==> src/rtl/timer_pkg.sv <==
// Shared types for the timer controller: FSM state encoding and counting mode.
package timer_pkg;

    typedef enum logic [1:0] {
        IDLE   = 2'd0,
        RUN    = 2'd1,
        PAUSED = 2'd2,
        DONE   = 2'd3
    } state_t;

    localparam logic MODE_ONESHOT  = 1'b0;
    localparam logic MODE_PERIODIC = 1'b1;

endpackage

==> src/rtl/tick_divider.sv <==
// Fixed clock prescaler: raises ev for one cycle every DIV enabled cycles.
module tick_divider #(
    parameter int DIV = 1
) (
    input  logic clk,
    input  logic reset,
    input  logic en,
    input  logic clr,
    output logic ev
);

    localparam int PW = (DIV > 1) ? $clog2(DIV) : 1;
    localparam logic [PW-1:0] LAST = PW'(DIV - 1);

    logic [PW-1:0] r_pre;

    // The phase only advances while enabled, so a pause keeps it intact.
    assign ev = en && (r_pre == LAST);

    always_ff @(posedge clk or posedge reset) begin
        if (reset) begin
            r_pre <= '0;
        end else if (clr) begin
            r_pre <= '0;
        end else if (en) begin
            r_pre <= ev ? '0 : r_pre + 1'b1;
        end
    end

endmodule

==> src/rtl/timer_ctrl.sv <==
// Run/stop/reload controller for a WIDTH-bit down-counter with one-shot and
// periodic modes, a fixed prescaler and a one-cycle terminal-count tick.
module timer_ctrl
    import timer_pkg::*;
#(
    parameter int WIDTH = 8,
    parameter int DIV   = 1
) (
    input  logic             clk,
    input  logic             reset,
    input  logic             load,
    input  logic [WIDTH-1:0] load_value,
    input  logic             start,
    input  logic             stop,
    input  logic             periodic,
    output logic [WIDTH-1:0] count,
    output logic             tick,
    output logic             running,
    output logic             done
);

    state_t           r_state;
    logic [WIDTH-1:0] r_count;
    logic [WIDTH-1:0] r_reload;
    logic             r_mode;
    logic             r_tick;

    logic w_en;
    logic w_clr;
    logic w_ev;
    logic w_last;
    logic w_cnt_nz;
    logic w_rel_nz;

    // A stop or load in the same cycle suppresses the decrement event.
    assign w_en     = (r_state == RUN) && !load && !stop;
    assign w_clr    = load || (start && !stop && ((r_state == IDLE) || (r_state == DONE)));
    assign w_last   = (r_count == WIDTH'(1));
    assign w_cnt_nz = |r_count;
    assign w_rel_nz = |r_reload;

    tick_divider #(
        .DIV (DIV)
    ) u_div (
        .clk   (clk),
        .reset (reset),
        .en    (w_en),
        .clr   (w_clr),
        .ev    (w_ev)
    );

    always_ff @(posedge clk or posedge reset) begin
        if (reset) begin
            r_state  <= IDLE;
            r_count  <= '0;
            r_reload <= '0;
            r_mode   <= MODE_ONESHOT;
            r_tick   <= 1'b0;
        end else begin
            r_tick <= 1'b0;
            if (load) begin
                r_count  <= load_value;
                r_reload <= load_value;
                r_state  <= IDLE;
            end else if (stop) begin
                if (r_state == RUN) begin
                    r_state <= PAUSED;
                end
            end else begin
                case (r_state)
                    IDLE, PAUSED: begin
                        if (start && w_cnt_nz) begin
                            r_state <= RUN;
                            r_mode  <= periodic ? MODE_PERIODIC : MODE_ONESHOT;
                        end
                    end
                    DONE: begin
                        if (start && w_rel_nz) begin
                            r_count <= r_reload;
                            r_state <= RUN;
                            r_mode  <= periodic ? MODE_PERIODIC : MODE_ONESHOT;
                        end
                    end
                    RUN: begin
                        if (w_ev) begin
                            if (w_last) begin
                                r_tick <= 1'b1;
                                if (r_mode == MODE_PERIODIC) begin
                                    r_count <= r_reload;
                                end else begin
                                    r_count <= '0;
                                    r_state <= DONE;
                                end
                            end else if (w_cnt_nz) begin
                                r_count <= r_count - 1'b1;
                            end
                        end
                    end
                endcase
            end
        end
    end

    assign count   = r_count;
    assign tick    = r_tick;
    assign running = (r_state == RUN);
    assign done    = (r_state == DONE);

endmodule
==> config.mk <==
export PLATFORM = sky130hd
export DESIGN_NAME = timer_ctrl
export DESIGN_NICKNAME = d
export VERILOG_FILES = /design/src/rtl/timer_pkg.sv /design/src/rtl/tick_divider.sv /design/src/rtl/timer_ctrl.sv
export SDC_FILE = /design/constraint.sdc
export NUM_CORES = 1
export LEC_CHECK = 0
export ABC_AREA = 0
export CAP_MARGIN = 40
export CELL_PAD_IN_SITES_DETAIL_PLACEMENT = 2
export CELL_PAD_IN_SITES_GLOBAL_PLACEMENT = 2
export CORE_ASPECT_RATIO = 0.5
export CORE_MARGIN = 2
export CORE_UTILIZATION = 35
export DETAILED_ROUTE_END_ITERATION = 10
export PLACE_DENSITY_LB_ADDON = 0.1
export SLEW_MARGIN = 20
export SYNTH_ARGS = -nofsm -noshare
export SYNTH_HDL_FRONTEND = slang
export SYNTH_HIERARCHICAL = 1
export SYNTH_SLANG_ARGS = --single-unit
==> constraint.sdc <==
create_clock -name clk -period 5.3 [get_ports clk]
set_input_delay 1.06 -clock clk [delete_from_list [all_inputs] [get_ports clk]]
set_output_delay 1.06 -clock clk [all_outputs]
set_load 0.1 [all_outputs]
==> results by group <==
Synth
  • Ys Warns: 6
  • Post-synth EDFFs: 0
  • Syn_area_per_cell: about 9.8 sq um
  • XOR/XNOR Fraction of Synth Area: between 1 and 1.5%
  • Syn Nets: 165
  • Post-Synthesis Cells: about 140
  • Async SR Flop Fraction: 100.0%
  • Synth Area in Adders: under 10%
  • Post-synthesis simple-gate area fraction: about a fifth
  • Post-synthesis sequential area ratio: 37.20%
  • Synth Register Bits: 21
  • Ys flop type: dfrtp_1
  • Main combinational cell family by area after synthesis: compound AO/OA/AOI/OAI gates
  • Post-synthesis mux area share: approximately 4%
  • Compound-gate portion of the synthesized area: about a quarter
  • Mapped cell area: between 0.001 and 0.0015 sq mm
  • Count of different cell masters after synthesis: 48

GRT
  • Initial antenna violation count: 0
  • All-Layer GR Usage: between 20% and 30%
  • GR Util met3: 4.791%
  • First-pass GRT wire length: between 7000 and 8000 microns
  • Layer with the highest usage: met2
  • Largest net degree at the start of global routing: 23
  • Vias in the first global route: approximately 1400
  • Total gr overflow: 0
  • Met1 Use GR: between 20 and 30%
  • Met2 Resource Use GR: 34.64%

Routing
  • WL/cell: between 15 and 20 microns
  • Detailed-route via count: between 1000 and 1500
  • Initial DRC Count: between 50 and 60
  • Vias per inst: ~5.4
  • DRC: 0
  • Final WL: 4300 microns
  • Pre-Repair DR Iteration Count: 4
  • Antenna Violating Nets Remaining: 0

CTS
  • Resized cells post-CTS: 0
  • Post-CTS Setup Inserts: 0
  • Hold_buf cts: 0
  • Clock Latency Late Sink: 0.27 ns
  • Max Root-Sink Buffers: 2
  • Reg clk slew, reported paths: 0.08 ns
  • CTS root buf: clkbuf_8
  • Inserted Clock Buffers: 3
  • Number of H-tree levels: 1
  • CTS tree: done
  • CTS Sinks: 21

Layout
  • Area of the multi-input gates: ~790 sq um
  • Sequential Area: 525.5 sq um
  • Share of layout cells above drive strength 1: 20.56%
  • Antenna cell count: 0
  • Area Overhead vs Synth: 35.43%
  • Fillers: 409
  • NumNets Final: 202

STA
  • Setup TNS: 0 ns
  • Worst-case clock skew: approximately 0.0018 ns
  • Worst-Margin Slew: 0.8414 ns
  • Max_slew headroom: between 40% and 50%
  • Crit path time final: ~3.3 ns
  • Final setup violation count: 0
  • Final hold viol count: 0
  • Period utilization: about three fifths
  • Max Clk Rate: 0.3068 GHz
  • Max Slew Vio Count: 0
  • RSZ-0062 raised after global routing: no

Critical path
  • WP data arrival: approximately 3.4 ns
  • Crit Path Category: input port to flip-flop
  • CP startpoint kind: input port
  • Register-to-register setup slack: around 2.2 ns
  • Critical path capture point type: flip-flop
  • Crit path max fanout: 22
  • Required time of the critical path: roughly 5.5 ns

Place
  • Hpwl dp: between 3000 and 4000 microns
  • Routability cong.: 0.7821
  • Port bufs: 24

Power
  • VDD IR max: 0.0002197 V
  • Final total power: roughly 0.63 mW
  • Pleak: 0.8045 nW
  • Pwr/cell area: 328.9 mW/mm^2

Die
  • Ports: 25
  • Die Wd: about 94 microns
  • Core ar.: 0.003884 sq mm
  • Site row count: 16
  • Initial core utilization: 36.37%
  • Die H: 48.92 microns
  • Die area: between 0.004 and 0.005 sq mm

Hold path
  • Hold crit path type: flip-flop to flip-flop

Outcome
  • Status: complete, no violations

Flow run
  • Max Cap Viol: 0
-- where the power goes --
part,switching (mW),total (mW),internal (mW)
registers,0.0348,0.216,0.182
logic,0.188,0.303,0.115
clock network,0.0559,0.110,0.0537
total,0.279,0.629,0.350
-- path summary, 6_finish.rpt --
| kind | startpoint | depth (start not counted) | endpoint |
|---|---|---|---|
| min in group asynchronous | reset | 2 | u_div/r_pre |
| min reg2reg | u_div/r_pre | 1 | u_div/r_pre |
| max in group asynchronous | reset | 3 | r_reload[4] |
| max reg2reg | r_state[1] | 9 | count[5] |
| min | u_div/r_pre | 1 | u_div/r_pre |
| max | load | 8 | count[5] |
-- through the flow --
stage | instance area [sq um] | hold WS [ns] | setup slack (ns) | instances | utilization, %
4_1_cts | 1913 | 0.5492 | 2.050 | 234 | 49.26
2_1_floorplan | 1413 | 0.4828 | 2.042 | 144 | -
6_report | 1913 | 0.5374 | 2.041 | 234 | 49.26
3_5_place_dp | 1868 | 0.5266 | 1.777 | 230 | 48.10
3_3_place_gp | 1688 | 0.5220 | 1.884 | 218 | 43.46
5_1_grt | 1913 | 0.5991 | 1.872 | 234 | 49.26
-- logic make-up (layout without fill, tap and decap cells) --
| logic type | count (synthesis) | after routing |
|---|---|---|
| XOR/XNOR | 2 | 2 |
| buffers and inverters | 21 | 57 |
| flip-flops | 21 | 21 |
| AND/OR/NAND/NOR | 46 | 46 |
| adder cells (fa/ha/maj) | 7 | 7 |
| multiplexers | 5 | 5 |
| AO/OA/AOI/OAI | 42 | 42 |
-- synth_stat cells (2+ instances only) --
cell type  instances  area [sq um]
nor4_1             2         12.51
inv_1             16         60.06
a221oi_1           2         17.52
nor2_1             9         33.78
clkbuf_1           2         7.510
ha_1               7         87.58
and2b_2            2         17.52
o21ai_0            6         30.03
dfrtp_1           21         525.5
a211oi_1           2         15.01
a21oi_1            9         45.04
o21ai_1            5         25.02
a31oi_1            2         12.51
nor3_1             5         25.02
mux2_2             5         56.30
nand2_1           14         52.55
nor4b_1            2         17.52
nand3_1            3         15.01
-- sequential cells by signal, indices dropped and copies added (netlist names) --
| register | count |
|---|---|
| r_reload | 8 |
| r_mode | 1 |
| tick | 1 |
| count | 8 |
| r_state | 2 |
| u_div/r_pre | 1 |
-- placed cells by master (no fill, tap or decap), types with 2 or more instances in the layout --
cell type,instances
dfrtp_1,21
a211oi_1,2
nor2_1,9
clkdlybuf4s50_1,24
a221oi_1,2
o21ai_1,5
o21ai_0,6
buf_8,12
nor4b_1,2
inv_1,16
mux2_2,5
clkbuf_8,3
a31oi_1,2
ha_1,7
nor4_1,2
nor3_1,5
a21oi_1,9
nand2_1,14
nand3_1,3
and2b_2,2
-- cell type report --
| type | count | area share [%] |
|---|---|---|
| Clock buffer | 4 | 2.354 |
| Timing Repair Buffer | 37 | 22.37 |
| Multi-Input combinational cell | 102 | 41.14 |
| Inverter | 16 | 3.139 |
| Tap cell | 54 | 3.532 |
| Sequential cell | 21 | 27.47 |
-- critical path: stages --
cell	delay [ns]
clkdlybuf4s50_1	0.41
buf_4	0.22
nor3_1	0.36
and2b_2	0.23
nor2b_1	0.08
a311oi_4	0.42
a31oi_4	0.24
o32a_1	0.39
-- layer usage --
layer  vias to the layer above  share of wire (%)
met5                         -                  0
li1                        598                  -
met4                         0               0.93
met3                         6                3.3
met1                       637                 49
met2                        24                 47
Note: power is estimated with default switching activity, not from simulation.
